[src/rtl/idli_pkg.sv]
// Shared types and constants for the idli SQI memory controller.
// The arbiter and the transaction sequencer both import this package.
package idli_pkg;

  typedef enum logic [2:0] {
    IDLE  = 3'd0,
    CMD   = 3'd1,
    ADDR  = 3'd2,
    DUMMY = 3'd3,
    DATA  = 3'd4,
    END   = 3'd5
  } sqi_state_t;

  typedef enum logic {
    SRC_FCH = 1'b0,
    SRC_LSU = 1'b1
  } sqi_src_t;

  localparam logic [7:0] SQI_CMD_RD    = 8'h03;
  localparam logic [7:0] SQI_CMD_WR    = 8'h02;
  localparam int         SQI_DUMMY_CYC = 2;

  // Nibble idx of a 24b address; idx 5 is the first nibble sent.
  function automatic logic [3:0] nib_sel(input logic [23:0] v, input logic [2:0] idx);
    case (idx)
      3'd0:    nib_sel = v[3:0];
      3'd1:    nib_sel = v[7:4];
      3'd2:    nib_sel = v[11:8];
      3'd3:    nib_sel = v[15:12];
      3'd4:    nib_sel = v[19:16];
      3'd5:    nib_sel = v[23:20];
      default: nib_sel = 4'h0;
    endcase
  endfunction

endpackage

[src/rtl/idli_sqi_arb_m.sv]
// Two-way round-robin arbiter between fetch and LSU, one decision per transaction.
// A tie goes to whichever source did not win the previous grant.
module idli_sqi_arb_m
  import idli_pkg::*;
(
  input  logic       clk,
  input  logic       rst,
  input  logic       fch_req,
  input  logic       lsu_req,
  input  logic       en,
  output logic [1:0] gnt
);

  sqi_src_t last;

  // gnt[0] = fetch, gnt[1] = LSU
  always_comb begin
    gnt = 2'b00;
    if (en) begin
      if (fch_req && lsu_req) gnt = (last == SRC_LSU) ? 2'b01 : 2'b10;
      else                    gnt = {lsu_req, fch_req};
    end
  end

  always_ff @(posedge clk or posedge rst) begin
    if (rst)       last <= SRC_LSU;
    else if (|gnt) last <= gnt[1] ? SRC_LSU : SRC_FCH;
  end

endmodule

[src/rtl/idli_sqi_ctrl_m.sv]
// SQI serial-RAM controller: sequences 16b word reads/writes nibble by nibble,
// sharing the memory between instruction fetch and the load/store unit.
module idli_sqi_ctrl_m
  import idli_pkg::*;
#(
  parameter int         ADDR_W    = 16,
  parameter logic [7:0] CMD_RD    = SQI_CMD_RD,
  parameter logic [7:0] CMD_WR    = SQI_CMD_WR,
  parameter int         DUMMY_CYC = SQI_DUMMY_CYC
) (
  input  logic              i_sqi_gck,
  input  logic              i_sqi_rst,
  input  logic              i_sqi_fch_req,
  input  logic [ADDR_W-1:0] i_sqi_fch_addr,
  output logic              o_sqi_fch_ack,
  input  logic              i_sqi_lsu_req,
  input  logic              i_sqi_lsu_wr,
  input  logic [ADDR_W-1:0] i_sqi_lsu_addr,
  output logic              o_sqi_lsu_ack,
  input  logic [3:0]        i_sqi_lsu_wdata,
  output logic              o_sqi_lsu_wdata_rdy,
  output logic [3:0]        o_sqi_rd_data,
  output logic              o_sqi_rd_vld,
  output logic              o_sqi_rd_src,
  output logic              o_sqi_cs_n,
  output logic [3:0]        o_sqi_sio_out,
  output logic              o_sqi_sio_oe,
  input  logic [3:0]        i_sqi_sio_in,
  output sqi_state_t        o_sqi_dbg_state
);

  localparam int PAD_W = 23 - ADDR_W;

  sqi_state_t        state, state_nx;
  logic [2:0]        cnt, cnt_nx;
  logic [1:0]        gnt;
  logic              wr_q;
  logic [ADDR_W-1:0] addr_q;
  sqi_src_t          src_q;
  logic [23:0]       baddr;
  logic [7:0]        cmd;
  logic              in_data;

  // Handshake: a requester holds req (with addr/wr stable) until it sees a
  // one-cycle ack; ack is the grant, issued only in IDLE and never under reset.
  idli_sqi_arb_m u_arb (
    .clk     (i_sqi_gck),
    .rst     (i_sqi_rst),
    .fch_req (i_sqi_fch_req),
    .lsu_req (i_sqi_lsu_req),
    .en      ((state == IDLE) && !i_sqi_rst),
    .gnt     (gnt)
  );

  assign o_sqi_fch_ack   = gnt[0];
  assign o_sqi_lsu_ack   = gnt[1];
  assign o_sqi_dbg_state = state;

  always_ff @(posedge i_sqi_gck or posedge i_sqi_rst) begin
    if (i_sqi_rst) begin
      state <= IDLE;
      cnt   <= 3'd0;
    end else begin
      state <= state_nx;
      cnt   <= cnt_nx;
    end
  end

  always_ff @(posedge i_sqi_gck or posedge i_sqi_rst) begin
    if (i_sqi_rst) begin
      wr_q   <= 1'b0;
      addr_q <= '0;
      src_q  <= SRC_FCH;
    end else if (|gnt) begin
      wr_q   <= gnt[1] & i_sqi_lsu_wr;
      addr_q <= gnt[1] ? i_sqi_lsu_addr : i_sqi_fch_addr;
      src_q  <= gnt[1] ? SRC_LSU : SRC_FCH;
    end
  end

  always_comb begin
    state_nx = state;
    cnt_nx   = cnt + 3'd1;
    case (state)
      IDLE: begin
        cnt_nx = 3'd0;
        if (|gnt) state_nx = CMD;
      end
      CMD: if (cnt == 3'd1) begin
        state_nx = ADDR;
        cnt_nx   = 3'd0;
      end
      ADDR: if (cnt == 3'd5) begin
        state_nx = (wr_q || DUMMY_CYC == 0) ? DATA : DUMMY;
        cnt_nx   = 3'd0;
      end
      DUMMY: if (cnt == 3'(DUMMY_CYC - 1)) begin
        state_nx = DATA;
        cnt_nx   = 3'd0;
      end
      DATA: if (cnt == 3'd3) begin
        state_nx = END;
        cnt_nx   = 3'd0;
      end
      END: begin
        state_nx = IDLE;
        cnt_nx   = 3'd0;
      end
      default: begin
        state_nx = IDLE;
        cnt_nx   = 3'd0;
      end
    endcase
  end

  assign baddr   = {{PAD_W{1'b0}}, addr_q, 1'b0};
  assign cmd     = wr_q ? CMD_WR : CMD_RD;
  assign in_data = (state == DATA);

  always_comb begin
    o_sqi_cs_n          = !(state inside {CMD, ADDR, DUMMY, DATA});
    o_sqi_sio_oe        = (state == CMD) || (state == ADDR) || (in_data && wr_q);
    o_sqi_lsu_wdata_rdy = in_data && wr_q;
    o_sqi_rd_vld        = in_data && !wr_q;
    o_sqi_rd_data       = o_sqi_rd_vld ? i_sqi_sio_in : 4'h0;
    o_sqi_rd_src        = o_sqi_rd_vld && (src_q == SRC_LSU);
    o_sqi_sio_out       = 4'h0;
    case (state)
      CMD:     o_sqi_sio_out = (cnt == 3'd0) ? cmd[7:4] : cmd[3:0];
      ADDR:    o_sqi_sio_out = nib_sel(baddr, 3'd5 - cnt);
      DATA:    if (wr_q) o_sqi_sio_out = i_sqi_lsu_wdata;
      default: o_sqi_sio_out = 4'h0;
    endcase
  end

endmodule

[config.mk]
export PLATFORM = sky130hd
export DESIGN_NAME = idli_sqi_ctrl_m
export DESIGN_NICKNAME = d
export VERILOG_FILES = /design/src/rtl/idli_pkg.sv /design/src/rtl/idli_sqi_arb_m.sv /design/src/rtl/idli_sqi_ctrl_m.sv
export SDC_FILE = /design/constraint.sdc
export NUM_CORES = 1
export LEC_CHECK = 0
export ABC_AREA = 1
export ABC_CLOCK_PERIOD_IN_PS = 5400
export BUFFER_PORTS_ARGS = -buffer_cell sky130_fd_sc_hd__buf_2
export CAP_MARGIN = 20
export CORE_MARGIN = 2
export CORE_UTILIZATION = 45
export CTS_CLUSTER_DIAMETER = 30
export DETAILED_ROUTE_END_ITERATION = 8
export PLACE_DENSITY = 0.82
export SLEW_MARGIN = 20
export SYNTH_ARGS = -nofsm -noshare
export SYNTH_HDL_FRONTEND = slang
export SYNTH_HIERARCHICAL = 1
export SYNTH_SLANG_ARGS = --single-unit
[constraint.sdc]
create_clock -name i_sqi_gck -period 5.4 [get_ports i_sqi_gck]
set_clock_uncertainty 0.1 [all_clocks]
set_input_delay 1.08 -clock i_sqi_gck [delete_from_list [all_inputs] [get_ports i_sqi_gck]]
set_output_delay 1.08 -clock i_sqi_gck [all_outputs]
set_load 0.01 [all_outputs]
# [After elaboration in Yosys (flattened, before gate mapping)]
# Index checks and enable logic that the tools add are counted.
[classes] reduce_logical=17 bitwise_logic=1 mux=22 div=0 addsub=2 shifts=0 magnitude_cmp=0 eq_ne=16 mul=0
[op_table] cell="$mux W3" count=9
[op_table] cell="$pmux W4 S5" count=1
[op_table] cell="$mux W16" count=1
[op_table] cell="$eq A3 B2 Y1 const B" count=5
[op_table] cell="$pmux W3 S5" count=1
[op_table] cell="$pmux W4 S3" count=1
[op_table] cell="$eq A3 B1 Y1 const B" count=3
[op_table] cell="$eq A3 B3 Y1 const B" count=3
[op_table] cell="$logic_not A3 Y1" count=3
[op_table] cell="$pmux W3 S3" count=1
[op_table] cell="$mux W2" count=4
[op_table] cell="$mux W4" count=2
[op_table] cell="$ne A2 B2 Y1 const B" count=3
[op_table] cell="$logic_and A1 B1 Y1" count=5
[op_table] cell="$reduce_and A5 Y1" count=1
[op_table] cell="$ne A2 B1 Y1 const B" count=2
[op_table] cell="$reduce_bool A4 Y1" count=1
[op_table] cell="$reduce_or A2 Y1" count=2
[op_table] cell="$add A3 B1 Y3 const B" count=1
[op_table] cell="$logic_not A1 Y1" count=3
[op_table] cell="$sub A3 B3 Y3 const A" count=1
[op_table] cell="$logic_or A1 B1 Y1" count=2
[op_table] cell="$mux W1" count=2
[op_table] cell="$and A1 B1 Y1" count=1
[word_totals] elab_cells=64 rom_bits=0 ff_bits=25 latchBits=0 mem_count=0 mem_bits_rw=0 out_inout_bits=18 inputBits=45

# [Logic depth before layout (Yosys ltp)]
[logic_depth] word_depth=6 depth_mapped=14

# [Hierarchy]
# The synthesis kept the hierarchy.
[modules_own_cells] module="idli_sqi_ctrl_m" n_inst=1 cells_per_inst=223 area_each_um2=1508.9 seq_area_each_um2=600.6
[modules_own_cells] module="idli_sqi_arb_m" n_inst=1 cells_per_inst=12 area_each_um2=68.8 seq_area_each_um2=26.3

# [Worst setup path after synthesis]
# No wires, ideal clock.
[synth_path] path_type="input port to output port" startpoint="input i_sqi_rst" endpoint="output o_sqi_fch_ack" arrival_ns=1.771 slack_ns=2.449 cell_stages=3 required_time_ns=4.220 path_cell_list="nor3_1 -> nand2_1 -> a21oi_1"
[synth_via] elab_chain_len=3
[synth_lines] element="from (decl)" line_no="idli_sqi_ctrl_m.sv:12" text="input logic i_sqi_rst,"
[synth_lines] element="$logic_not A1 Y1 (no line)"
[synth_lines] element="$logic_and A1 B1 Y1" line_no="idli_sqi_ctrl_m.sv:51" text=".en ((state == IDLE) && !i_sqi_rst),"
[synth_lines] element="$mux W2" line_no="idli_sqi_arb_m.sv:19" text="if (en) begin"
[synth_lines] element="to (decl)" line_no="idli_sqi_ctrl_m.sv:15" text="output logic o_sqi_fch_ack,"
# No other way between the ends.

# [Worst setup path in the final report]
[layout_path] startpoint="input i_sqi_rst" endpoint="output o_sqi_lsu_ack"
[layout_via] elab_chain_len=3
[layout_lines] element="$logic_not A1 Y1 (no line)"
[layout_lines] element="$logic_and A1 B1 Y1" line_no="idli_sqi_ctrl_m.sv:51"
[layout_lines] element="$mux W2" line_no="idli_sqi_arb_m.sv:19"
[layout_lines] element="to (decl)" line_no="idli_sqi_ctrl_m.sv:19" text="output logic o_sqi_lsu_ack,"
# No other way between the ends.

==> run_summary.xml <==
<?xml version="1.0" encoding="UTF-8"?>
<metrics>
  <group name="outcome">
    <metric name="status" unit="">finished, final reports clean</metric>
  </group>
  <group name="layout">
    <metric name="final_layout_size_suffix_gt1_share" unit="%">27.3</metric>
    <metric name="num-nets-final" unit="">350</metric>
    <metric name="nFillCells" unit="">365</metric>
    <metric name="stdcell_count" unit="">343</metric>
    <metric name="flow.area_growth_from_synthesis" unit="%">24.0</metric>
    <metric name="num_antenna_cells" unit="">0</metric>
  </group>
  <group name="synthesis">
    <metric name="yosysUniqueCellTypes" unit="">21</metric>
    <metric name="ys_seq_elements" unit="">25</metric>
    <metric name="synth_edf_count" unit="">0</metric>
    <metric name="synth.cell_area" unit="sq um">1580</metric>
    <metric name="synth-main-ff-cell" unit="">sky130_fd_sc_hd__dfrtp_1</metric>
    <metric name="syn_nets" unit="">287</metric>
    <metric name="syn_area_per_cell" unit="sq um">6.71</metric>
    <metric name="syn-instance-count" unit="">235</metric>
    <metric name="synth.yosys.seq_area_share" unit="%">39.7</metric>
    <metric name="yosysWarningCount" unit="">6</metric>
    <metric name="synthArstFlopShare" unit="%">100</metric>
  </group>
  <group name="timing">
    <metric name="setup_viol" unit="">0</metric>
    <metric name="max_freq" unit="MHz">285</metric>
    <metric name="slew_viol_final" unit="">0</metric>
    <metric name="worst_slew_margin_rel" unit="%">39.8</metric>
    <metric name="setup_tns" unit="ns">0</metric>
    <metric name="worst-slew-pin-transition" unit="ns">0.901</metric>
    <metric name="timing.final.crit_share" unit="%">65.0</metric>
    <metric name="unrepaired_setup_endpoints_after_global_routing" unit="">no</metric>
    <metric name="layout_setup_ws" unit="ns">1.89</metric>
    <metric name="report.final.hold_viol_count" unit="">0</metric>
    <metric name="period_needed" unit="ns">3.51</metric>
  </group>
  <group name="job">
    <metric name="drv.max_cap_violation_count" unit="">0</metric>
  </group>
  <group name="critical_path">
    <metric name="r2r_cells" unit="">13</metric>
    <metric name="timing_worst_setup_path_type" unit="">in -&gt; out</metric>
    <metric name="crit_chain" unit="">buf_2 &gt; nor3_1 &gt; nand2_1 &gt; inv_1 &gt; nand2_1 &gt; inv_1 &gt; buf_2</metric>
    <metric name="r2r_start" unit="">o_sqi_dbg_state[0]</metric>
    <metric name="required_time_at_the_endpoint_of_the_critical_path" unit="ns">4.22</metric>
    <metric name="timing.critical_path.from_type" unit="">input pin</metric>
    <metric name="timing.critical_path.buf_inv" unit="">4</metric>
    <metric name="cp_data_arrival_time" unit="ns">2.33</metric>
    <metric name="endpoint_kind_of_the_worst_setup_timing_path" unit="">output pin</metric>
    <metric name="path_delay_family" unit="">buffers and inverters</metric>
    <metric name="timing.rr.end" unit="">o_sqi_dbg_state[1]</metric>
    <metric name="cpPeakStageDelay" unit="ns">0.46</metric>
    <metric name="cell_type_of_the_slowest_stage_on_the_worst_timing_path" unit="">sky130_fd_sc_hd__inv_1</metric>
    <metric name="critical_path_peak_fanout" unit="">20</metric>
    <metric name="timing.reg2reg.setup_slack" unit="ns">2.97</metric>
  </group>
  <group name="global_route">
    <metric name="grt_first_pass_wirelength" unit="mm">6.55</metric>
    <metric name="global_route.usage.met3" unit="%">4.29</metric>
    <metric name="grt.overflow.total" unit="">0</metric>
    <metric name="routing_usage_on_met1" unit="%">24.6</metric>
    <metric name="grt.met2_usage" unit="%">36.2</metric>
    <metric name="grt-busiest-layer" unit="">met2</metric>
    <metric name="grt_util_all_layers" unit="%">20.3</metric>
    <metric name="grt_max_degree" unit="">25</metric>
    <metric name="first_global_vias" unit="">1549</metric>
    <metric name="grt_antenna_before_repair" unit="">0</metric>
  </group>
  <group name="placement">
    <metric name="gp_congestion" unit="">0.873</metric>
    <metric name="detailed_place_hpwl" unit="mm">3.05</metric>
    <metric name="post-place-cells" unit="">339</metric>
    <metric name="io_buffers" unit="">62</metric>
    <metric name="dp_worst_setup_slack" unit="ns">1.89</metric>
  </group>
  <group name="routing">
    <metric name="vias" unit="">1621</metric>
    <metric name="postRouteAntennaNets" unit="">0</metric>
    <metric name="avgRoutedWirePerCell" unit="um">11.0</metric>
    <metric name="drt_drc_violations_left" unit="">0</metric>
    <metric name="dr.first_iter.drc_count" unit="">108</metric>
    <metric name="postRouteWirelength" unit="mm">3.78</metric>
    <metric name="drt_first_pass_iters" unit="">4</metric>
    <metric name="routed_via_density" unit="">4.73</metric>
  </group>
  <group name="clock_tree">
    <metric name="cts.root.buffer_cell" unit="">sky130_fd_sc_hd__clkbuf_4</metric>
    <metric name="ctsLongestPathBuffers" unit="">2</metric>
    <metric name="hold_buffers" unit="">0</metric>
    <metric name="worst_setup_hold_path_clk_slew" unit="ns">0.14</metric>
    <metric name="ctsHtreeMaxLevel" unit="">1</metric>
    <metric name="cts_repair_resize_count" unit="">0</metric>
    <metric name="post-cts-setup-buffer-count" unit="">0</metric>
    <metric name="worst_skew_pair_latency" unit="ns">0.33</metric>
    <metric name="cts_tree" unit="">done</metric>
    <metric name="clock_sinks" unit="">25</metric>
    <metric name="cts_made_buffers" unit="">3</metric>
  </group>
  <group name="floorplan">
    <metric name="std_cell_rows" unit="">21</metric>
    <metric name="dieArea" unit="sq um">4000</metric>
    <metric name="floorplan.initialDensity" unit="%">46.9</metric>
    <metric name="floorplan.io_pins" unit="">63</metric>
    <metric name="chipWidth" unit="um">63.2</metric>
    <metric name="coreArea" unit="sq um">3360</metric>
    <metric name="die_h" unit="um">63.2</metric>
  </group>
  <group name="pwr">
    <metric name="leakagePower" unit="nW">1.16</metric>
    <metric name="vdd_ir_drop_max" unit="mV">0.240</metric>
    <metric name="p_per_area" unit="nW/um^2">442</metric>
  </group>
  <group name="min_path">
    <metric name="worst_hold_path.endpoint" unit="">u_arb/last</metric>
    <metric name="min_from" unit="">u_arb/last</metric>
    <metric name="hold_path_depth" unit="">2</metric>
    <metric name="tightest_hold_check_type" unit="">reg -&gt; reg</metric>
  </group>
</metrics>
-- how the worst max path moves through the flow --
stage,start,end,slack (ns),cells past startpoint
after global routing,i_sqi_rst,o_sqi_lsu_ack,1.76,7
final,i_sqi_rst,o_sqi_lsu_ack,1.89,7
after floorplan,i_sqi_rst,o_sqi_fch_ack,2.45,3
after global placement,i_sqi_rst,o_sqi_lsu_ack,1.94,7
after CTS,i_sqi_rst,o_sqi_lsu_ack,1.89,7
after detailed placement,i_sqi_rst,o_sqi_lsu_ack,1.89,7
-- sequential cells by signal, summed over array words and instances (netlist names) --
| signal | cells |
|---|---|
| addr_q | 16 |
| cnt | 3 |
| o_sqi_dbg_state | 3 |
| src_q | 1 |
| u_arb/last | 1 |
| wr_q | 1 |
-- power by group --
group	leakage, nW	internal, mW	switching (mW)
Combinational	0.829	0.164	0.272
Clock	0.0139	0.0284	0.0597
Sequential	0.312	0.274	0.0671
Total	1.16	0.466	0.399
-- Yosys cell counts, types with 3 or more instances --
cell type	instances	share of area (%)
sky130_fd_sc_hd__nand2_1	103	25
sky130_fd_sc_hd__nand3_1	28	8.9
sky130_fd_sc_hd__dfrtp_1	24	38
sky130_fd_sc_hd__inv_1	24	5.7
sky130_fd_sc_hd__nor2_1	12	2.9
sky130_fd_sc_hd__ha_1	7	5.6
sky130_fd_sc_hd__inv_2	5	1.2
sky130_fd_sc_hd__nor2_2	5	2.0
sky130_fd_sc_hd__o21ai_1	5	1.6
sky130_fd_sc_hd__buf_2	3	0.95
sky130_fd_sc_hd__nor3_1	3	0.95
sky130_fd_sc_hd__o21ai_0	3	0.95
-- cell usage in the layout, fill, tap and decap left out, drive strengths merged --
master	count
a21oi	2
clkinvlp	1
o211ai	2
nor3	3
dfrtp	24
clkinv	1
ha	7
nand2	105
nand3	28
a21boi	1
dfstp	1
inv	29
nor2	19
o21ai	8
clkbuf	3
o22ai	1
buf	62
-- metal layers --
metal / vias up / wire length [um]
met5: - / 0
met4: 0 / 40
met3: 4 / 195
met2: 44 / 1940
met1: 724 / 1600
li1: 849 / -
-- logic make-up after synthesis --
kind of cell | after synthesis | synth area share, %
and+or+nand+nor | 155 | 41.4
DFF | 25 | 39.7
buffers and inverters | 34 | 8.33
adders and majority gates | 7 | 5.55
AOI/OAI and AO/OA | 14 | 5.00
-- per-stage QoR --
step           cell area [sq um]  hold slack [ns]  util (%)  power (mW)
2_1_floorplan               1580            0.354         -       0.648
3_3_place_gp                1930            0.369      57.3       0.763
3_5_place_dp                1930            0.379      57.3       0.782
4_1_cts                     1960            0.396      58.2       0.872
5_1_grt                     1960            0.421      58.2       0.955
6_report                    1960            0.399      58.2       0.865
-- area by class of cell --
cell class              instances  area, sq um  share of cell area (%)
multi-input cells             176          820                    41.9
flip-flops and latches         25          627                    32.0
repair buffers                 62          310                    15.9
inverters                      30          113                    5.75
well taps                      46         57.6                    2.94
clock buffers                   3         22.5                    1.15
clock inverters                 1         7.51                   0.384
-- worst min-delay path: stages, from the launching register on --
cell,delay (ns)
sky130_fd_sc_hd__dfstp_2,0.41
sky130_fd_sc_hd__nand2_1,0.06
sky130_fd_sc_hd__nand2_1,0.05
Note: power is estimated with default switching activity, not from simulation.
